===== src/rtl/logic_gate_pkg.sv =====
// Shared definitions for the logic_gate pipeline: operation codes and op width.
package logic_gate_pkg;

    localparam int unsigned OP_W = 3;

    typedef enum logic [OP_W-1:0] {
        OP_AND  = 3'd0,
        OP_OR   = 3'd1,
        OP_XOR  = 3'd2,
        OP_NAND = 3'd3,
        OP_NOR  = 3'd4,
        OP_XNOR = 3'd5,
        OP_ANDN = 3'd6,
        OP_PASS = 3'd7
    } op_e;

endpackage


===== src/rtl/logic_gate_core.sv =====
// Combinational WIDTH-bit logic function f(op,a,b) with zero / all-ones detect.
module logic_gate_core
    import logic_gate_pkg::*;
#(
    parameter int unsigned WIDTH = 8
) (
    input  logic [OP_W-1:0]  op,
    input  logic [WIDTH-1:0] a,
    input  logic [WIDTH-1:0] b,
    output logic [WIDTH-1:0] y,
    output logic             zero,
    output logic             ones
);

    always_comb begin
        y = '0;
        case (op_e'(op))
            OP_AND:  y = a & b;
            OP_OR:   y = a | b;
            OP_XOR:  y = a ^ b;
            OP_NAND: y = ~(a & b);
            OP_NOR:  y = ~(a | b);
            OP_XNOR: y = ~(a ^ b);
            OP_ANDN: y = a & ~b;
            OP_PASS: y = a;
            default: y = '0;
        endcase
    end

    assign zero = (y == '0);
    assign ones = (y == '1);

endmodule


===== src/rtl/logic_gate_pipe.sv =====
// Two-stage valid/ready pipeline around logic_gate_core with result flags
// and a saturating count of completed output handshakes.
module logic_gate_pipe
    import logic_gate_pkg::*;
#(
    parameter int unsigned WIDTH = 8,
    parameter int unsigned CNT_W = 16
) (
    input  logic             clk,
    input  logic             rst,
    input  logic             in_valid,
    output logic             in_ready,
    input  logic [WIDTH-1:0] a,
    input  logic [WIDTH-1:0] b,
    input  logic [OP_W-1:0]  op,
    output logic             out_valid,
    input  logic             out_ready,
    output logic [WIDTH-1:0] y,
    output logic             zero,
    output logic             ones,
    output logic [CNT_W-1:0] op_count
);

    logic             s1_valid_q, s1_valid_d;
    logic [WIDTH-1:0] s1_a_q, s1_a_d;
    logic [WIDTH-1:0] s1_b_q, s1_b_d;
    logic [OP_W-1:0]  s1_op_q, s1_op_d;

    logic             s2_valid_q, s2_valid_d;
    logic [WIDTH-1:0] y_q, y_d;
    logic             zero_q, zero_d;
    logic             ones_q, ones_d;
    logic [CNT_W-1:0] count_q, count_d;

    logic             s1_adv, s2_adv;
    logic [WIDTH-1:0] f_y;
    logic             f_zero, f_ones;

    logic_gate_core #(.WIDTH(WIDTH)) u_core (
        .op   (s1_op_q),
        .a    (s1_a_q),
        .b    (s1_b_q),
        .y    (f_y),
        .zero (f_zero),
        .ones (f_ones)
    );

    assign s2_adv   = !s2_valid_q || out_ready;
    assign s1_adv   = !s1_valid_q || s2_adv;
    assign in_ready = s1_adv;

    // Data registers load only on real beats so idle X operands never propagate.
    always_comb begin
        s1_valid_d = s1_valid_q;
        s1_a_d     = s1_a_q;
        s1_b_d     = s1_b_q;
        s1_op_d    = s1_op_q;
        s2_valid_d = s2_valid_q;
        y_d        = y_q;
        zero_d     = zero_q;
        ones_d     = ones_q;
        count_d    = count_q;

        if (s1_adv) begin
            s1_valid_d = in_valid;
            if (in_valid) begin
                s1_a_d  = a;
                s1_b_d  = b;
                s1_op_d = op;
            end
        end

        if (s2_adv) begin
            s2_valid_d = s1_valid_q;
            if (s1_valid_q) begin
                y_d    = f_y;
                zero_d = f_zero;
                ones_d = f_ones;
            end
        end

        if (s2_valid_q && out_ready && (count_q != '1)) begin
            count_d = count_q + 1'b1;
        end
    end

    always_ff @(posedge clk or posedge rst) begin
        if (rst) begin
            s1_valid_q <= 1'b0;
            s1_a_q     <= '0;
            s1_b_q     <= '0;
            s1_op_q    <= '0;
            s2_valid_q <= 1'b0;
            y_q        <= '0;
            zero_q     <= 1'b0;
            ones_q     <= 1'b0;
            count_q    <= '0;
        end else begin
            s1_valid_q <= s1_valid_d;
            s1_a_q     <= s1_a_d;
            s1_b_q     <= s1_b_d;
            s1_op_q    <= s1_op_d;
            s2_valid_q <= s2_valid_d;
            y_q        <= y_d;
            zero_q     <= zero_d;
            ones_q     <= ones_d;
            count_q    <= count_d;
        end
    end

    assign out_valid = s2_valid_q;
    assign y         = y_q;
    assign zero      = zero_q;
    assign ones      = ones_q;
    assign op_count  = count_q;

endmodule


===== config.mk =====
export PLATFORM = sky130hd
export DESIGN_NAME = logic_gate_pipe
export DESIGN_NICKNAME = d
export VERILOG_FILES = /design/src/rtl/logic_gate_pkg.sv /design/src/rtl/logic_gate_core.sv /design/src/rtl/logic_gate_pipe.sv
export SDC_FILE = /design/constraint.sdc
export NUM_CORES = 1
export LEC_CHECK = 0
export CAP_MARGIN = 25
export CORE_MARGIN = 1.5
export CORE_UTILIZATION = 31
export DETAILED_ROUTE_END_ITERATION = 8
export PLACE_DENSITY_LB_ADDON = 0.25
export SYNTH_ARGS = -nofsm -noshare
export SYNTH_HDL_FRONTEND = slang
export SYNTH_SLANG_ARGS = --single-unit

===== constraint.sdc =====
create_clock -name clk -period 2.7 [get_ports clk]
set_input_delay 0.405 -clock clk [delete_from_list [all_inputs] [get_ports clk]]
set_output_delay 0.405 -clock clk [all_outputs]
set_load 0.005 [all_outputs]

Yosys cells after proc, flatten, opt, wreduce, memory -nomap -nowiden
Index checks and enable logic that the tools add are counted.
W data, S select, Z words.
Storage, ports and cells
  register bits: 47
  bits of input ports: 23
  output and inout port bits: 28
  logic and storage cells: 38
Operators by class
  $add $sub $neg: 1
  eq/ne operators: 9
  mux-type cells: 1
  bitwise operators: 8
  reductions and logical operators: 10
Operator list (number)
  $pmux W8 S8: 1
  $not A8 Y8: 4
  $add A16 B1 Y16 const B: 1
  $and A8 B8 Y8: 2
  $ne A16 B16 Y1 const B: 1
  $eq A3 B3 Y1 const B: 4
  $eq A8 B8 Y1 const B: 1
  $logic_not A8 Y1: 1
  $or A8 B8 Y8: 1
  $xor A8 B8 Y8: 1
  $eq A3 B2 Y1 const B: 2
  $reduce_and A2 Y1: 2
  $eq A3 B1 Y1 const B: 1
  $logic_not A3 Y1: 1
  $logic_and A1 B1 Y1: 2
  $logic_not A1 Y1: 2
  $logic_or A1 B1 Y1: 2

Logic depth before layout (Yosys ltp)
  depth in word-level cells: 4
  mapped depth: 9
  depth with buffers taken out: 8

By module
From an unflattened synthesis, not the netlist that was laid out.
Unflattened totals
  cells, all modules: 289
  area, all modules: 3021.6 µm²
Modules (own cells, without submodules)
  logic_gate_pipe: instances 1, cells each 146, area each 1968.1 µm², sequential area each 1176.1 µm²
  logic_gate_core: instances 1, cells each 143, area each 1053.5 µm², sequential area each 0.0 µm²

Worst setup path after synthesis
Ideal clock, no wire load.
  path kind: register to register
  from: reg s1_a_q[1]
  to: reg zero_q (netlist: zero)
  setup time: 0.095 ns
  arrival: 1.800 ns
  required time: 2.605 ns
  path slack: 0.804 ns
  stages on the path, launching flop included: 9
  buffers on the path: 0
  period minus slack after synthesis: 1.896 ns
  cell sequence: dfrtp_1 > inv_1 > ha_1 > nor3b_1 > a211oi_1 > a311oi_1 > o2111a_1 > nand3_1 > o31ai_1
On the way
  cells in the longest elaborated chain, start to end: 4
  elaborated cells on any way between the ends: 9
  classes of those cells: 1 x mux; 7 x bitwise; 1 x reduce/logical
RTL lines
  start, declared: line logic_gate_pipe.sv:25  | logic [WIDTH-1:0] s1_a_q, s1_a_d;
  start signal, assigned: line logic_gate_pipe.sv:90  | s1_a_q <= '0;
  start signal, assigned: line logic_gate_pipe.sv:100  | s1_a_q <= s1_a_d;
  $xor A8 B8 Y8, or another cell as far along: line logic_gate_core.sv:20, logic_gate_core.sv:23
  $not A8 Y8, on equally long branches: line logic_gate_core.sv:23, logic_gate_core.sv:21, logic_gate_core.sv:22
  $pmux W8 S8 *: line logic_gate_core.sv:17  | case (op_e'(op))
  $logic_not A8 Y1 *: line logic_gate_core.sv:30  | assign zero = (y == '0);
  end signal, assigned: line logic_gate_pipe.sv:105  | zero_q <= zero_d;
  end, declared: line logic_gate_pipe.sv:31  | logic zero_q, zero_d;
Every way passes the cells marked *; elsewhere a longest branch is shown, timed or not.
A chain may end at the register's enable or synchronous reset.

Worst setup path in the final report
  from: reg s1_op_q[1]
  to: reg zero_q (netlist: zero)
On the way
  cells in the longest elaborated chain, start to end: 3
  elaborated cells on any way between the ends: 10
  classes of those cells: 7 x eq/ne; 1 x mux; 2 x reduce/logical
RTL lines
  start, declared: line logic_gate_pipe.sv:27  | logic [OP_W-1:0] s1_op_q, s1_op_d;
  start signal, assigned: line logic_gate_pipe.sv:102  | s1_op_q <= s1_op_d;
  $eq A3 B3 Y1, or another cell as far along: line logic_gate_core.sv:17
  $pmux W8 S8 *: line logic_gate_core.sv:17
  $logic_not A8 Y1 *: line logic_gate_core.sv:30
Marked as above.

==> impl_results.md <==
- Status: finished, final reports clean
- Row Count: 35
- Drt wl/cell: 13.42 um
- Die height: approximately 100 um
- Final setup viols: 0
- Net Sw Power: 0.8290 mW
- Final setup skew: 11.85 ps
- Logic pwr share: about two fifths
- Req. time, crit path: about 2900 ps
- Slew @ Worst Pin: 685.8 ps
- Synth Flop Type: dfrtp_1
- IO Pins: between 50 and 60
- Number of global-route vias before repair: approximately 2200
- CP max FO: 22
- N_diodes: 0
- Top sig layer: met4
- Sw Share: 35.22%
- Hold crit path type: flop to flop
- Share of layout cells above drive strength 1: 13.26%
- DP HPWL: around 4800 um
- PostCTS Resize Cnt: 0
- Design area: 3700 um^2
- Ranking of synthesized cells by area: dfrtp_1, ha_1, mux2_2, xnor2_1, nand2_1
- Rel. slew slack: a little over half
- DRC violations left: 0
- Clock Latency Late Sink: ~320 ps
- Clock slew at reported path FFs: 100 ps
- Root Buffer: clkbuf_8
- Clock network power share: a little under a fifth
- Die Area: 10170 um^2
- Core Footprint: 9284 um^2
- Layout Nets: 394
- Post-synth top area share: 39.61%
- Initial core utilization: 31.98%
- H-tree levels: 2
- Endpoint, Worst Hold: zero$_DFFE_PP0P_
- Number of unique standard cell types used by synthesis: 58
- Fin. max-slew vios: 0
- Pwr Density: 636.2 nW/um^2
- Setup_tns: 0 ps
- F_max: about 0.44 GHz
- Register-to-Register Path Depth: 8
- R2r setup slk: 410 ps
- Post-synth EDFFs: 0
- Met1 wire length: 3165 um
- Tcrit/Tclk final: between 80% and 90%
- CTS Buffer Depth: 2
- Syn Nets: 341
- R2r startpoint: s1_op_q[1]$_DFFE_PP0P_
- Post-synthesis sequential area ratio: 39.61%
- Antenna violations before repair: 0
- Hold path depth: 2
- Mapped Cells: 293
- # Max-Cap Violations: 0
- Crit path DAT: 2510 ps
- Area delta synth->final: 24.61%
- Area after DPL: 3606 um^2
- Final Util: 39.85%
- Setup bufs post-CTS: 0
- Die Span X: 100.9 um
- Drt first-iter violations: between 100 and 150
- Post-Syn Area: 2969 um^2
- Sequential Power Share: a little over two fifths
- # clock sinks: 47
- Gr usage total: 13.06%
- Met2 wire length: 2873 um
- GPL Wtd Cong: between 0.8 and 0.9
- Final min period: 2289 ps
- Vias per cell: 4.842
- Number of synthesized register bits: 47
- Via count: 2305
- IO buf count: 50
- Total of warnings raised by yosys: 0
- WL met3: approximately 280 um
- Num CTS Buffers: 5
- Post-CTS Hold Buffers: 0
- ANT nets after route: 0
- Routed WL: 6388 um
- Endpoint type of the worst setup path: flop
- WS Path Type: flop to flop
- Total grt overflow: 0
- CTS tree: done
- Int Power: between 1.5 and 2 mW
- TritonRoute pass-1 iters: 4
- Leakage power: 1.606 nW
- Async set-or-reset flop fraction in the synthesized netlist: 100.0%
- First-pass GRT wire length: 10530 um
- Pin count of the biggest net entering global routing: between 40 and 50
- HP Start: zero$_DFFE_PP0P_
- Worst reg2reg path endpoint: zero$_DFFE_PP0P_
- Top cell type by total area after synthesis: dfrtp_1
- Critical path launch point type: flop
- Max IR drop VDD: roughly 200 uV
- Avg Inst Size Synth: 10.13 um^2
- Hold Slack: 484.4 ps
- Final hold violation count: 0
- RSZ-0062 raised after global routing: false
placed cells by master (no fill, tap or decap), types with 3 or more instances in the layout:
cell type | synthesis | layout
dfrtp_1 | 47 | 47
a21oi_1 | 11 | 11
nor2_1 | 11 | 11
and3_1 | 5 | 5
buf_4 | 4 | 9
a211oi_1 | 4 | 4
nor3_1 | 3 | 3
a31oi_1 | 3 | 3
clkdlybuf4s50_1 | 0 | 50
mux2_1 | 3 | 3
inv_1 | 20 | 19
o21ai_0 | 10 | 10
nand4_1 | 4 | 4
ha_1 | 25 | 25
clkbuf_8 | 0 | 5
nand3_1 | 12 | 12
nor2b_1 | 6 | 6
nand2b_1 | 11 | 11
o31ai_1 | 4 | 4
mux2_2 | 21 | 21
nand2_1 | 22 | 22
mux2i_1 | 4 | 4
xnor2_1 | 11 | 11
critical path, stage by stage, from the launching register on:
cell and delay [ps]:
dfrtp_1 800, buf_4 290, nor2b_1 60, a21oi_1 130, a21oi_1 90, a221oi_1 320, buf_4 180, nand3_1 70
o31ai_1 240
synth_stat cells (all sizes together), types with 2 or more instances:
cell type,number
nor3,3
o311ai,2
a211oi,6
a21oi,12
ha,25
nand4,4
o21ai,13
inv,20
dfrtp,47
mux2,24
o31ai,4
nor3b,2
xnor2,11
and2,2
nand2,23
nor2b,6
nand3,12
and3,5
o22ai,2
nand2b,12
mux2i,4
o22a,2
buf,12
a31oi,3
nor2,11
a311oi,2
xor2,2
per-stage QoR:
stage,instances,power [mW],setup slack [ps]
6_report,476,2.354,411.1
3_3_place_gp,468,1.900,489.0
4_1_cts,476,2.387,434.7
2_1_floorplan,293,1.540,804.2
3_5_place_dp,468,1.920,466.0
5_1_grt,476,2.540,227.3
kinds of logic (layout without fill, tap and decap cells):
| family | Yosys count | in the layout | share of synthesized area (%) |
|---|---|---|---|
| compound gates | 61 | 61 | 14.79 |
| xor+xnor | 13 | 13 | 3.835 |
| fa+ha+maj | 25 | 25 | 10.54 |
| buf+inv | 33 | 87 | 5.646 |
| flops | 47 | 47 | 39.61 |
| mux | 28 | 28 | 10.45 |
| simple gates | 86 | 86 | 15.13 |
power groups by stage:
| stage | logic (mW) | registers [mW] | clock network [mW] |
|---|---|---|---|
| 4_1_cts | 0.916 | 0.997 | 0.475 |
| 3_3_place_gp | 0.895 | 1.01 | 0 |
| 2_1_floorplan | 0.568 | 0.972 | 0 |
| 5_1_grt | 1.01 | 1.02 | 0.505 |
| 3_5_place_dp | 0.909 | 1.01 | 0 |
| 6_report | 0.909 | 0.992 | 0.453 |
cell type report:
type,count,area (um^2)
fillers,963,5584
clock buffers,5,68.82
multi-input cells,213,1625
clock inverters,3,25.02
well taps,129,161.4
flip-flops and latches,47,1176
inverters,20,75.07
repair buffers,59,568.0
registers in the layout, indices dropped and copies added (netlist names):
register / count
s1_b_q: 8
s1_op_q: 3
ones: 1
op_count: 16
out_valid: 1
zero: 1
s1_valid_q: 1
y: 8
s1_a_q: 8
worst max path at each step:
stage	cells after the start	startpoint	to	slack, ps
final	8	s1_op_q[1]$_DFFE_PP0P_	zero$_DFFE_PP0P_	410
after global placement	8	s1_op_q[1]$_DFFE_PP0P_	ones$_DFFE_PP0P_	490
after floorplan	8	s1_a_q[1]$_DFFE_PP0P_	zero$_DFFE_PP0P_	800
after global routing	6	s1_op_q[1]$_DFFE_PP0P_	zero$_DFFE_PP0P_	230
after detailed placement	7	s1_op_q[1]$_DFFE_PP0P_	zero$_DFFE_PP0P_	470
after CTS	7	s1_op_q[1]$_DFFE_PP0P_	zero$_DFFE_PP0P_	430
per-layer routing:
metal | GRT usage (%) | vias up
met3 | 2.566 | 6
li1 | - | 1143
met5 | 0 | -
met2 | 20.01 | 59
met1 | 18.54 | 1097
met4 | 4.009 | 0
(Power assumes the default switching activity.)
